`src/rtl/two_bit_rca_pkg.sv`:
```
// Shared constants for the ripple-carry adder stage.
package two_bit_rca_pkg;

   localparam int RCA_DEFAULT_WIDTH = 2;

endpackage

```
`src/rtl/two_bit_rca_full_adder.sv`:
```
// Single full-adder cell; one link of the ripple-carry chain.
module full_adder (
   input  logic a,
   input  logic b,
   input  logic ci,
   output logic s,
   output logic co
);

   logic w_p;

   assign w_p = a ^ b;
   assign s   = w_p ^ ci;
   assign co  = (a & b) | (ci & w_p);

endmodule

```
`src/rtl/two_bit_rca.sv`:
```
// Ripple-carry adder with combinational sum/carry/overflow and a registered copy.
module two_bit_rca
   import two_bit_rca_pkg::*;
#(
   parameter int WIDTH = RCA_DEFAULT_WIDTH
) (
   input  logic             clk,
   input  logic             rst,
   input  logic [WIDTH-1:0] A,
   input  logic [WIDTH-1:0] B,
   input  logic             Cin,
   output logic [WIDTH-1:0] Sum,
   output logic             Cout,
   output logic             Ovf,
   output logic [WIDTH-1:0] Sum_q,
   output logic             Cout_q,
   output logic             Ovf_q
);

   logic [WIDTH:0]   w_carry;
   logic [WIDTH-1:0] w_sum;
   logic [WIDTH-1:0] r_sum_q;
   logic             r_cout_q;
   logic             r_ovf_q;

   assign w_carry[0] = Cin;

   // Carry enters bit 0 and ripples strictly upward, one cell at a time.
   generate
      for (genvar gi = 0; gi < WIDTH; gi++) begin : g_cell
         full_adder u_fa (
            .a  (A[gi]),
            .b  (B[gi]),
            .ci (w_carry[gi]),
            .s  (w_sum[gi]),
            .co (w_carry[gi+1])
         );
      end
   endgenerate

   assign Sum  = w_sum;
   assign Cout = w_carry[WIDTH];
   assign Ovf  = w_carry[WIDTH-1] ^ w_carry[WIDTH];

   always_ff @(posedge clk) begin
      if (rst) begin
         r_sum_q  <= '0;
         r_cout_q <= 1'b0;
         r_ovf_q  <= 1'b0;
      end else begin
         r_sum_q  <= w_sum;
         r_cout_q <= w_carry[WIDTH];
         r_ovf_q  <= w_carry[WIDTH-1] ^ w_carry[WIDTH];
      end
   end

   assign Sum_q  = r_sum_q;
   assign Cout_q = r_cout_q;
   assign Ovf_q  = r_ovf_q;

endmodule

```
`config.mk`:
```
export PLATFORM = sky130hd
export DESIGN_NAME = two_bit_rca
export DESIGN_NICKNAME = d
export VERILOG_FILES = /design/src/rtl/two_bit_rca_pkg.sv /design/src/rtl/two_bit_rca_full_adder.sv /design/src/rtl/two_bit_rca.sv
export SDC_FILE = /design/constraint.sdc
export NUM_CORES = 1
export LEC_CHECK = 0
export CORE_AREA = 2 2 39 41
export DETAILED_ROUTE_END_ITERATION = 8
export DIE_AREA = 0 0 41 43
export SLEW_MARGIN = 20
export SYNTH_ARGS = -nofsm -noshare
export SYNTH_HDL_FRONTEND = slang
export SYNTH_SLANG_ARGS = --single-unit
```
`constraint.sdc`:
```
create_clock -name clk -period 4.6 [get_ports clk]
set_input_delay 0.69 -clock clk [delete_from_list [all_inputs] [get_ports clk]]
set_output_delay 0.69 -clock clk [all_outputs]
set_load 0.02 [all_outputs]
```
=== Yosys cells after proc, flatten, opt, wreduce, memory -nomap -nowiden ===
Index checks and enable logic that the tools add are counted.
W data, S select, Z words.

* Logic and storage cells: 14
* Register bits: 4
* Output and inout bits: 8
* Input bits: 7

* Bitwise gates (word level): 11

{| class="wikitable"
|+ Operator list
! cell !! number
|-
| $xor A1 B1 Y1 || 5
|-
| $and A1 B1 Y1 || 4
|-
| $or A1 B1 Y1 || 2
|}

=== Depth between registers and ports, before layout ===
* Word-level depth: 6
* Depth in mapped cells: 5
* Depth with buffers taken out: 5

=== Modules after synthesis ===
From an unflattened synthesis, not the netlist that was laid out.

* Cell total of the unflattened synthesis: 11
* Area, all modules: 155.1 um^2

{| class="wikitable"
|+ Modules (own cells, without submodules)
! module !! cells an instance !! area an instance (um^2) !! times used !! seq. area each (um^2)
|-
| two_bit_rca || 9 || 115.1 || 1 || 80.1
|-
| full_adder || 1 || 20.0 || 2 || 0.0
|}

=== Worst setup path after synthesis ===
OpenSTA, ideal clock, no wires.

* Path type: input to output
* Start: input port A[0]
* End: output port Ovf
* Path buffers: 0
* Arrival: 2,000 ps
* Stages on the path: 4
* Setup slack: 1,910 ps
* Required time: 3,910 ps
* Cells stage by stage: inv_1 -> fa_1 -> fa_1 -> xor2_1

* Cells in the longest elaborated chain, start to end: 6
* Elaborated cells on any way between the ends: 7
* Those cells by class: 7 x bitwise

{| class="wikitable"
|+ RTL lines
! item !! RTL line !! source
|-
| from (decl) || two_bit_rca.sv:9 || <nowiki>input logic [WIDTH-1:0] A,</nowiki>
|-
| $xor A1 B1 Y1 || two_bit_rca_full_adder.sv:12 || <nowiki>assign w_p = a ^ b;</nowiki>
|-
| $and A1 B1 Y1 || two_bit_rca_full_adder.sv:14 || <nowiki>assign co = (a & b) | (ci & w_p);</nowiki>
|-
| $or A1 B1 Y1 * || two_bit_rca_full_adder.sv:14 ||
|-
| $and A1 B1 Y1 || two_bit_rca_full_adder.sv:14 ||
|-
| $or A1 B1 Y1 || two_bit_rca_full_adder.sv:14 ||
|-
| $xor A1 B1 Y1 * || two_bit_rca.sv:43 || <nowiki>assign Ovf = w_carry[WIDTH-1] ^ w_carry[WIDTH];</nowiki>
|-
| to (decl) || two_bit_rca.sv:14 || <nowiki>output logic Ovf,</nowiki>
|}

Every way passes the cells marked *; elsewhere a longest branch is shown, timed or not.

=== Worst setup path in the final report ===
Ends and elaborated chain as after synthesis.

==> summary.txt <==
Outcome
  – Status: complete, no violations

Placement
  – Global placer's final weighted congestion: a little under 0.6
  – IO Port Bufs: 14
  – Dpl hpwl: approximately 300 um
  – Placed insts: 49

Worst setup path
  – Critical path endpoint category: output port
  – CP Data Required Time: roughly 3900 ps
  – Worst stage delay on the critical path: about 640 ps
  – Worst Setup EP: Ovf
  – Crit path max-delay family: buffers and inverters
  – Slowest stage cell, crit path: clkdlybuf4s50_1
  – Startpoint Class: primary input
  – Critical Path Start: A[0]
  – Max FO, Critical Path: 3
  – Stages on worst setup path: 6
  – Kind of critical path: primary input to output port
  – CP cell instances: clkdlybuf4s50_1, inv_1, fa_1, fa_1, xor2_1, clkdlybuf4s50_1
  – CP arrival: roughly 3000 ps
  – WP buf/inv: 3

Synth
  – Mapped Area: around 190 um2
  – Post-synthesis cell count: 21
  – Netlist cell types: 7
  – Seq/Total Area, Yosys: 0.413
  – Mean Syn Cell Area: approximately 9.2 um2
  – Seq cells post-synth: 4
  – Yosys top cell area share: 0.413
  – Syn. warnings: 0
  – Syn nets: 30
  – Area leader, netlist: dfxtp_1
  – Synth area leaders: dfxtp_1 41%, fa_1 21%, inv_1 15%, buf_4 7.7%, nor2_1 5.8%

Clock network
  – Clock Tree Buf Depth: 2
  – # H-tree levels: 1
  – CTS tree: built
  – CTS Buf Count: 3
  – Clock slew seen by the registers of the worst setup and hold paths: 30 ps
  – # hold bufs at CTS: 0
  – Clk sinks: 4
  – Postcts setup bufs: 0
  – Root Buffer Master: clkbuf_4
  – # resized after CTS: 0

STA
  – RSZ-0062 raised after global routing: false
  – Final Setup Violations: 0
  – Worst-margin pin slew: between 200 and 250 ps
  – Final Hold Fails: 0
  – TNS Setup: 0 ps
  – Max_slew headroom: 0.850
  – Crit path time final: 3610 ps
  – Post-route clock period utilization: 0.784
  – Pins Over Slew Limit: 0
  – FMAX: between 0.2 and 0.3 GHz

Pwr
  – PD cells: approximately 350 mW/mm2
  – Logic gate share of total power: 0.358
  – Flop pwr share: 0.314
  – Pint: approximately 91 uW
  – Clock share of power: 0.328
  – Max VDD drop: ~0.09 mV
  – Psw: 33.9 uW
  – Leakage: roughly 0.00017 uW
  – Sw Ratio: 0.271

Global routing
  – Overflow after GRT: 0
  – First-pass GRT wire length: between 500 and 600 um
  – Met1 Use GR: 0.0452
  – Largest net degree at the start of global routing: 5
  – M2 GR Usage: 0.0688
  – Most used routing layer: met4
  – GR Util met3: 0.0105
  – Global Route Usage Sum: 0.0533
  – Initial antenna violation count: 0
  – Vias in the first global route: approximately 160

Floorplan
  – Rows: 14
  – Core area: between 0.001 and 0.0015 mm2
  – Initial Util: 0.140
  – Die W: a little over 40 um
  – Die Y: 43 um
  – Die Footprint: 0.00176 mm2
  – # IOs: 15

Layout
  – Nets: 47
  – Most frequent cells in the layout: 14 x clkdlybuf4s50_1, 8 x inv_1, 4 x dfxtp_1
  – Commonest non-fill, non-tap cell in the layout: clkdlybuf4s50_1
  – N_diodes: 0
  – Layout cells sized above 1: 0.111
  – Area grow syn2layout: 86.5%
  – Filler cells: 158
  – Fin cells: 52

Min path
  – Worst hold path type: primary input to flip-flop

Routing
  – WL/cell: about 6.6 um
  – Drc violations: 0
  – Initial DRC count: 1
  – DR vias: around 170
  – Drt total wl: between 300 and 400 um
  – TritonRoute pass-1 iters: 2
  – Final antenna-violating net count: 0
  – Vias/cell: between 3 and 4

Job
  – Max cap viols: 0
-- flip-flops by register name (all words and copies together), names as in the netlist --
| name | flops |
|---|---|
| Sum_q | 2 |
| Ovf_q | 1 |
| Cout_q | 1 |
-- metal layers --
| layer | share of wire | routed length, um | vias up |
|---|---|---|---|
| li1 | - | - | 83 |
| met1 | 0.31 | 108 | 70 |
| met2 | 0.51 | 174 | 10 |
| met3 | 0.12 | 40 | 2 |
| met4 | 0.055 | 19 | 0 |
| met5 | 0 | 0 | - |
-- layout make-up --
| class | count | area, um2 | area share |
|---|---|---|---|
| timing repair buffer | 14 | 140 | 0.388 |
| sequential | 4 | 80.1 | 0.221 |
| multi-input combinational | 7 | 68.8 | 0.190 |
| inverter | 8 | 30.0 | 0.0830 |
| clock buffer | 3 | 22.5 | 0.0623 |
| tap | 16 | 20.0 | 0.0554 |
-- power by group through the flow --
stage          Clock [uW]  Sequential, uW  Combinational (uW)
6_report             41.0            39.3                44.8
5_1_grt              44.8            39.6                48.9
4_1_cts              43.6            39.4                45.6
3_5_place_dp            0            39.9                45.4
3_3_place_gp            0            39.9                45.7
2_1_floorplan           0            44.6                21.0
-- cells in the mapped netlist, drive strengths merged --
library cell and count:
inv 8, dfxtp 4, nor2 3, buf 2, fa 2, and2b 1
xor2 1
-- kinds of logic after synthesis --
family        count (synthesis)  synth area share
xor+xnor                      1            0.0452
fa+ha+maj                     2             0.206
buf+inv                      10             0.232
flops                         4             0.413
simple gates                  4             0.103
-- worst min-delay path by stage --
| stage | startpoint | endpoint | cells after the start |
|---|---|---|---|
| 5_1_grt | rst | Sum_q[0] | 2 |
| 4_1_cts | rst | Sum_q[0] | 2 |
| 2_1_floorplan | rst | Sum_q[0] | 1 |
| 3_3_place_gp | rst | Sum_q[0] | 2 |
| 6_report | rst | Sum_q[0] | 2 |
| 3_5_place_dp | rst | Sum_q[0] | 2 |
-- metrics by stage --
step                hold WS [ps]  utilization  instance area (um2)  total power, uW  worst slack, ps
global route                1080        0.261                  362              133              850
global placement            1290        0.245                  339             85.6              960
finish                      1050        0.261                  362              125              993
CTS                         1050        0.261                  362              129              963
floorplan                    757            -                  194             65.6             1910
detailed placement          1290        0.245                  339             85.4              977
No activity file was read; power rests on OpenSTA's default activity.
